## src/rtl/addsub_seq_ctrl.sv

```systemverilog
// Byte-serial add/subtract sequencer: chains carry across NBYTES operand byte pairs, LSB-first.
// Optional signed-overflow flag is enabled by defining ADDSUB_OVF_FLAG_EN.
`timescale 1ns/1ps

module addsub_seq_ctrl #(
    parameter int NBYTES = 4
) (
    input  logic       clk,
    input  logic       rst_n,
    input  logic       start,
    input  logic       op_sub,
    input  logic       abort,
    input  logic [7:0] a_byte,
    input  logic [7:0] b_byte,
    input  logic       in_valid,
    output logic       in_ready,
    output logic [7:0] res_byte,
    output logic       res_valid,
    input  logic       res_ready,
    output logic       busy,
    output logic       done,
    output logic       carry_out,
    output logic       overflow
);

    localparam int CW = $clog2(NBYTES + 1);
    localparam logic [CW-1:0] LAST   = CW'(NBYTES);
    localparam logic [CW-1:0] PENULT = CW'(NBYTES - 1);

    typedef enum logic [1:0] {
        S_IDLE = 2'd0,
        S_RUN  = 2'd1,
        S_OUT  = 2'd2,
        S_DONE = 2'd3
    } state_t;

    state_t          state_r;
    state_t          state_s;
    logic            mode_r;
    logic            carry_r;
    logic [CW-1:0]   count_r;
    logic [7:0]      res_byte_r;
    logic            in_ready_r;
    logic            res_valid_r;
    logic            busy_r;
    logic            done_r;
    logic            carry_out_r;
    logic            start_s;
    logic            accept_s;
    logic            finish_s;
    logic [7:0]      a_eff_s;
    logic [8:0]      sum_s;

    assign in_ready  = in_ready_r;
    assign res_byte  = res_byte_r;
    assign res_valid = res_valid_r;
    assign busy      = busy_r;
    assign done      = done_r;
    assign carry_out = carry_out_r;

    // Next-state decode and per-cycle event strobes; abort pre-empts every transition.
    always_comb begin
        state_s  = state_r;
        start_s  = 1'b0;
        accept_s = 1'b0;
        finish_s = 1'b0;
        a_eff_s  = mode_r ? ~a_byte : a_byte;
        sum_s    = {1'b0, a_eff_s} + {1'b0, b_byte} + {8'd0, carry_r};
        if (abort) begin
            state_s = S_IDLE;
        end else begin
            case (state_r)
                S_IDLE: begin
                    if (start) begin
                        start_s = 1'b1;
                        state_s = S_RUN;
                    end else begin
                        state_s = S_IDLE;
                    end
                end
                S_RUN: begin
                    if (in_valid) begin
                        accept_s = 1'b1;
                        state_s  = S_OUT;
                    end else begin
                        state_s = S_RUN;
                    end
                end
                S_OUT: begin
                    if (res_ready && (count_r == LAST)) begin
                        finish_s = 1'b1;
                        state_s  = S_DONE;
                    end else if (res_ready) begin
                        state_s = S_RUN;
                    end else begin
                        state_s = S_OUT;
                    end
                end
                S_DONE:  state_s = S_IDLE;
                default: state_s = S_IDLE;
            endcase
        end
    end

    // State register.
    always_ff @(posedge clk or negedge rst_n) begin
        if (!rst_n) begin
            state_r <= S_IDLE;
        end else begin
            state_r <= state_s;
        end
    end

    // Handshake and status outputs come straight from flops, decoded from the next state.
    always_ff @(posedge clk or negedge rst_n) begin
        if (!rst_n) begin
            in_ready_r  <= 1'b0;
            res_valid_r <= 1'b0;
            busy_r      <= 1'b0;
            done_r      <= 1'b0;
        end else begin
            in_ready_r  <= (state_s == S_RUN);
            res_valid_r <= (state_s == S_OUT);
            busy_r      <= (state_s != S_IDLE);
            done_r      <= (state_s == S_DONE);
        end
    end

    // Datapath: mode, carry chain, byte counter, result byte and final carry.
    always_ff @(posedge clk or negedge rst_n) begin
        if (!rst_n) begin
            mode_r      <= 1'b0;
            carry_r     <= 1'b0;
            count_r     <= '0;
            res_byte_r  <= 8'd0;
            carry_out_r <= 1'b0;
        end else if (start_s) begin
            mode_r      <= op_sub;
            carry_r     <= op_sub;
            count_r     <= '0;
            carry_out_r <= 1'b0;
        end else if (accept_s) begin
            res_byte_r  <= sum_s[7:0];
            carry_r     <= sum_s[8];
            count_r     <= count_r + CW'(1);
        end else if (finish_s) begin
            carry_out_r <= carry_r;
        end
    end

`ifdef ADDSUB_OVF_FLAG_EN
    logic ovf_pend_r;
    logic overflow_r;

    assign overflow = overflow_r;

    // Overflow is captured on the final byte, then published alongside carry_out.
    always_ff @(posedge clk or negedge rst_n) begin
        if (!rst_n) begin
            ovf_pend_r <= 1'b0;
            overflow_r <= 1'b0;
        end else if (start_s) begin
            ovf_pend_r <= 1'b0;
            overflow_r <= 1'b0;
        end else if (accept_s && (count_r == PENULT)) begin
            ovf_pend_r <= (a_eff_s[7] == b_byte[7]) && (sum_s[7] != b_byte[7]);
        end else if (finish_s) begin
            overflow_r <= ovf_pend_r;
        end
    end
`else
    assign overflow = 1'b0;
`endif

endmodule

```

## config.mk

```make
export PLATFORM = sky130hd
export DESIGN_NAME = addsub_seq_ctrl
export DESIGN_NICKNAME = d
export VERILOG_FILES = /design/src/rtl/addsub_seq_ctrl.sv
export SDC_FILE = /design/constraint.sdc
export NUM_CORES = 1
export LEC_CHECK = 0
export CORE_AREA = 2 2 55 57
export DETAILED_ROUTE_END_ITERATION = 10
export DIE_AREA = 0 0 57 59
export PLACE_DENSITY = 0.77
export SLEW_MARGIN = 20
export SYNTH_ARGS = -nofsm -noshare
export SYNTH_HDL_FRONTEND = slang
export SYNTH_SLANG_ARGS = --single-unit
```

## constraint.sdc

```tcl
create_clock -name clk -period 3 [get_ports clk]
set_clock_uncertainty 0.1 [all_clocks]
set_input_delay 0.9 -clock clk [delete_from_list [all_inputs] [get_ports clk]]
set_output_delay 0.9 -clock clk [all_outputs]
set_load 0.005 [all_outputs]
```

==> run_results.csv, run 1 <==
group,metric,value,unit
outcome,status,"finished clean",
floorplan,core-area,2710,um2
synthesis,yosysWarnings,0,
power_and_ir_drop,cellInternalPower,658,uW
worst_setup_path,slowest_delay,0.47,ns
worst_setup_path,path_class,"input port to register",
place,gp_congestion,0.887,
worst_setup_path,crit_slowest_cell,"clkdlybuf4s50_1",
routing,viasPerCell,5.34,
final_layout,syn_to_final_growth,33.4,%
final_layout,final_area,1650,um2
routing,drtIter0Drc,10,
clock_tree,ctsResizeCount,0,
sta,finalMaxSlewViolations,0,
clock_tree,h-tree-depth,1,
routing,vias,1035,
final_layout,diodes,0,
synthesis,syn_nets,160,
power_and_ir_drop,p_leak,0.000723,uW
final_layout,final_cell_mix,"clkdlybuf4s50_1 (35), dfrtp_1 (20), nand2_1 (14)",
power_and_ir_drop,switching_share,34.7,%
synthesis,synthAdderAreaFrac,12.3,%
floorplan,die_w,57,um
routing,drt-pass1-iter-count,3,
final_layout,final_nets,199,
synthesis,ys_seq_area_share,40.4,%
sta,fmax,360,MHz
sta,setup_ws,0.225,ns
sta,finalSetupTns,0,ns
clock_tree,cts_buffer_depth,2,
floorplan,die-area,3360,um2
synthesis,synth-compound-area-share,18.6,%
power_and_ir_drop,seq_power_share,39.4,%
final_layout,drive_above_1_share,9.20,%
clock_tree,postCtsSetupBuffers,0,
grt,grt_max_degree,21,
place,post-place-ws,-0.160,ns
routing,wirelength,2.57,mm
floorplan,die_h,59,um
sta,rsz0062_at_grt,"no",
routing,ant_nets,0,
final_layout,mostFrequentLayoutCell,"clkdlybuf4s50_1",
clock_tree,clk_pin_slew,0.10,ns
sta,holdWs,0.390,ns
worst_setup_path,worst_setup_path_start_kind,"input port",
clock_tree,clk_latency,0.29,ns
sta,period_minus_slack,2.77,ns
place,io_buffers,35,
synthesis,synth_top_family_by_area,"compound AO/OA/AOI/OAI gates",
power_and_ir_drop,comb_power_share,48.5,%
power_and_ir_drop,ir_drop,0.000297,V
clock_tree,clkSinkCount,20,
synthesis,yosys.area_share.simple,16.1,%
synthesis,syn_avg_cell_area,9.83,um2
clock_tree,cts_tree,"yes",
worst_setup_path,cp.required,3.12,ns
grt,grt_pass1_vias,1033,
worst_setup_path,cp_data_arrival_time,2.89,ns
worst_setup_path,cp_cell_sequence,"clkdlybuf4s50_1 -> xnor2_1 -> fa_1 -> inv_1 -> fa_1 -> a211oi_2 -> nor2_1 -> nor3_1 -> a21oi_1 -> o21ai_0",
worst_setup_path,cpMostUsedCell,"fa_1",
floorplan,start_util,45.7,%
sta,hold_viol_final,0,
job,cap_violations,0,
floorplan,num_rows,19,
worst_setup_path,cp_max_fo,3,
synthesis,synth_area,1240,um2
floorplan,top_level_ports,37,
power_and_ir_drop,total_power,1010,uW
synthesis,synth_xor_area_share,7.78,%
synthesis,muxShareOfSynthArea,0.909,%
sta,setup_viol,0,
power_and_ir_drop,power_density,610,nW/um2
routing,drcViolationCount,0,
grt,antenna_found_initial,0,
clock_tree,cts_root_buffer,"clkbuf_4",
grt,track_usage,16.9,%
worst_setup_path,rrSetupSlack,0.62,ns
sta,fin_crit_sh,92.5,%
synthesis,synth_top_area_share,40.4,%
place,dp_hpwl,2.07,mm
synthesis,synth.ff_latch_count,20,
min_path,min_path_type,"register to register",
power_and_ir_drop,p_switching,350,uW
grt,grt_first_pass_wirelength,4.44,mm
clock_tree,numCtsBuffers,3,
clock_tree,holdBufCountCts,0,
power_and_ir_drop,pwr-share-clk,12.1,%
routing,wl_per_cell,13.3,um
synthesis,yosys-top-cells-area,"dfrtp_1 (40%), ha_1 (9.1%), xor2_1 (6.4%)",
place,placed_cell_area,1630,um2
synthesis,synth.distinct_cells,36,
grt,grt_overflow,0,
synthesis,yosys.area.top_type,"dfrtp_1",
worst_setup_path,crit_path_end_kind,"register",
synthesis,netlist_instances,126,
logic make-up (layout without fill, tap and decap cells):
kind of cell	Yosys count	count (layout)
and+or+nand+nor	37	37
buffers and inverters	10	47
muxes	1	1
other	1	1
DFF	20	20
xor gates and xnor gates	11	11
adders and majority gates	11	11
AOI/OAI and AO/OA	35	35
final timing paths:
| kind | startpoint | to | cells after the start |
|---|---|---|---|
| min in group asynchronous | rst_n | carry_out | 2 |
| hold / removal | res_byte[2] | res_byte[2] | 2 |
| max in group asynchronous | rst_n | res_byte[2] | 2 |
| setup reg to reg | mode_r | res_byte[6] | 9 |
| hold reg to reg | res_byte[2] | res_byte[2] | 2 |
| setup / recovery | a_byte[0] | res_byte[6] | 10 |
metal layers:
layer	track usage, %	up-vias	share of wire [%]
met4	3.99	0	0
met3	2.40	0	5.4
li1	-	519	-
met2	32.3	25	53
met1	20.0	491	42
met5	0	-	0
worst max-delay path, delay by kind of cell:
| family | cells | cell delay, ns |
|---|---|---|
| fa+ha+maj | 2 | 0.65 |
| buf+inv | 2 | 0.53 |
| compound gates | 3 | 0.45 |
| simple gates | 2 | 0.23 |
| xor+xnor | 1 | 0.13 |
power groups by stage:
stage | combinational [uW] | clock, uW | sequential, uW
2_1_floorplan | 285 | 0 | 389
3_3_place_gp | 474 | 0 | 400
3_5_place_dp | 487 | 0 | 405
4_1_cts | 488 | 128 | 400
5_1_grt | 546 | 136 | 410
6_report | 489 | 122 | 397
Yosys cell counts:
master     n
nand2_1   14
nor4b_1    1
xnor2_1    2
nor3b_1    1
o21ai_1    4
o21ai_0    6
nand2b_1   3
nand2_2    1
nand4_1    1
nand3_2    1
clkinv_2   1
a21oi_2    1
a21oi_1    6
inv_1      5
nor4b_2    1
nor3_4     1
o211ai_1   2
mux2_2     1
xor2_1     9
a2111o_1   1
o31ai_1    3
ha_1       9
nor2_1     8
fa_1       2
dfrtp_1   20
buf_4      1
a22o_1     2
conb_1     1
o21a_1     4
nor2_2     1
inv_2      1
nor4_1     1
nor3_1     3
a21o_1     1
a211oi_1   5
buf_2      2
sequential cells by signal (all words and copies together), names as in the netlist:
register / count
res_byte: 8
count_r: 3
state_r: 2
busy: 1
carry_out: 1
carry_r: 1
done: 1
in_ready: 1
mode_r: 1
res_valid: 1
layout make-up:
| cell class | instances | area (um2) |
|---|---|---|
| Timing Repair Buffer | 37 | 365 |
| Sequential cell | 20 | 500 |
| Clock buffer | 3 | 22.5 |
| Fill cell | 246 | 1060 |
| Inverter | 7 | 27.5 |
| Tap cell | 31 | 38.8 |
| Multi-Input combinational cell | 96 | 698 |
through the flow:
step / instances / util, %
after detailed placement: 191 / 60.0
after CTS: 194 / 60.8
after global routing: 194 / 61.0
after global placement: 191 / 60.0
final: 194 / 61.0
after floorplan: 126 / -
(Power assumes the default switching activity.)
==> inputs of run 2 (changes only) <==
--- a/config.mk
+++ b/config.mk
@@ -5,10 +5,9 @@
 export SDC_FILE = /design/constraint.sdc
 export NUM_CORES = 1
 export LEC_CHECK = 0
-export CORE_AREA = 2 2 55 57
+export CORE_AREA = 2 2 74 76
 export DETAILED_ROUTE_END_ITERATION = 10
-export DIE_AREA = 0 0 57 59
-export PLACE_DENSITY = 0.77
+export DIE_AREA = 0 0 76 78
 export SLEW_MARGIN = 20
 export SYNTH_ARGS = -nofsm -noshare
 export SYNTH_HDL_FRONTEND = slang
==> run 2 against run 1 <==
Worst hold slack got worse by 0.0029 ns. Sequential share of layout area shrank 2.6 points. Clock power rose by 120%. Global-route usage shrank 6.7 points. Count of clock-buffer cells in the layout is the same. Critical path type unchanged. Highest routed layer is now met4.
==> run_results.csv, run 2 (synthesis results as in run 1) <==
group,metric,value,unit
power_and_ir_drop,comb_power_share,44.7,%
clock_tree,numCtsBuffers,3,
final_layout,mostFrequentLayoutCell,"clkdlybuf4s50_1",
place,io_buffers,35,
clock_tree,holdBufCountCts,0,
grt,grt_first_pass_wirelength,4.91,mm
power_and_ir_drop,p_switching,386,uW
power_and_ir_drop,p_leak,0.000774,uW
sta,fmax,352,MHz
worst_setup_path,reg2reg_from,"mode_r",
power_and_ir_drop,switching_share,32.1,%
final_layout,largest_reg_flops,8,
sta,hold_viol_final,0,
worst_setup_path,cp_data_arrival_time,2.93,ns
final_layout,syn_to_final_growth,46.0,%
clock_tree,cts_tree,"yes",
clock_tree,cts_buffer_depth,2,
sta,finalMaxSlewViolations,0,
final_layout,drive_above_1_share,15.4,%
final_layout,diodes,0,
place,dp_hpwl,2.11,mm
worst_setup_path,cp.required,3.08,ns
clock_tree,cts_root_buffer,"clkbuf_8",
worst_setup_path,rrSetupSlack,0.76,ns
power_and_ir_drop,ir_drop,0.000374,V
final_layout,final_nets,204,
place,gp_congestion,0.782,
grt,grt_pass1_vias,1020,
final_layout,final_cell_mix,"clkdlybuf4s50_1 (35), dfrtp_1 (20), nand2_1 (14)",
routing,wl_per_cell,11.4,um
sta,fin_crit_sh,94.7,%
worst_setup_path,reg2regPathDepth,9,
final_layout,final_cells,239,
sta,period_minus_slack,2.84,ns
sta,setup_viol,0,
power_and_ir_drop,pwr-share-clk,22.8,%
worst_setup_path,crit_path_end_kind,"register",
floorplan,die_w,76,um
power_and_ir_drop,cellInternalPower,818,uW
worst_setup_path,path_class,"input port to register",
clock_tree,clk_pin_slew,0.08,ns
floorplan,die_h,78,um
routing,vias,1016,
floorplan,num_rows,26,
worst_setup_path,crit_path_end,"res_byte[6]",
worst_setup_path,worst_setup_path_start_kind,"input port",
routing,drt-pass1-iter-count,3,
grt,grt_max_degree,21,
routing,drtIter0Drc,24,
power_and_ir_drop,power_density,666,nW/um2
min_path,min_path_type,"register to register",
job,cap_violations,0,
sta,setup_ws,0.158,ns
final_layout,nFillCells,518,
worst_setup_path,startpoint,"a_byte[0]",
worst_setup_path,cp_max_fo,3,
sta,rsz0062_at_grt,"no",
final_layout,final_core_util,35.9,%
power_and_ir_drop,seq_power_share,32.5,%
clock_tree,clkSinkCount,20,
power_and_ir_drop,total_power,1200,uW
grt,antenna_found_initial,0,
routing,wirelength,2.72,mm
place,dpl.cell_count,235,
floorplan,top_level_ports,37,
floorplan,start_util,24.6,%
place,post-place-ws,-0.165,ns
worst_setup_path,r2r-end,"res_byte[6]",
routing,ant_nets,0,
clock_tree,clk_latency,0.27,ns
routing,viasPerCell,4.25,
grt,track_usage,10.2,%
routing,drcViolationCount,0,
clock_tree,h-tree-depth,1,
floorplan,die-area,5930,um2
grt,grt_overflow,0,
sta,holdWs,0.387,ns
floorplan,core-area,5040,um2
outcome,status,"finished clean",
[run 2: cell types whose count changed in the layout (fill, tap and decap cells not counted), sizes merged]
cell / change
buf: +5
bufinv: +1
[run 2: stage by stage]
stage	setup TNS (ns)	cell area, um2
CTS	0	1780
finish	0	1810
global route	0	1810
floorplan	0	1240
detailed placement	-0.323	1710
global placement	-0.141	1710
[run 2: worst max-delay path, stage by stage]
cell	delay, ns
clkdlybuf4s50_1	0.50
xnor2_2	0.12
fa_2	0.22
inv_1	0.05
fa_2	0.34
a211oi_2	0.28
nor2_2	0.10
nor3_2	0.19
a21oi_1	0.09
o21ai_1	0.12
[run 2: repair_timing]
item / CTS / global route
buffers inserted: 0 / 0
setup endpoints to repair: 0 / 2
resized for setup: 0 / 7
[run 2: power by group through the flow]
stage	Sequential [uW]	Clock, uW	Combinational (uW)
after floorplan	389	0	285
after global placement	399	0	521
after detailed placement	397	0	526
after CTS	393	280	527
after global routing	405	291	605
final	391	274	538
[run 2: worst min path at each step]
stage	endpoint	startpoint	slack, ns	cells past startpoint
after floorplan	res_byte[1]	res_byte[1]	0.37	2
after global placement	res_byte[0]	res_byte[0]	0.37	2
after detailed placement	res_byte[3]	res_byte[3]	0.37	2
after CTS	res_byte[3]	res_byte[3]	0.39	2
after global routing	res_byte[0]	res_byte[0]	0.43	2
final	res_byte[7]	res_byte[7]	0.39	2
[run 2: metal layers]
metal,vias to the layer above,track usage (%),wire length [um]
met2,27,16.3,1290
met5,-,0,0
li1,533,-,-
met4,0,1.09,9
met1,453,13.6,1260
met3,3,3.72,155
[run 2: area by class of cell]
cell class              instances  area, um2  share of cell area, %
repair buffers                 42        403                   22.3
clock inverters                 1       30.0                   1.66
multi-input cells              96        718                   39.7
clock buffers                   3       41.3                   2.28
inverters                       7       27.5                   1.52
flip-flops and latches         20        500                   27.7
well taps                      70       87.6                   4.84
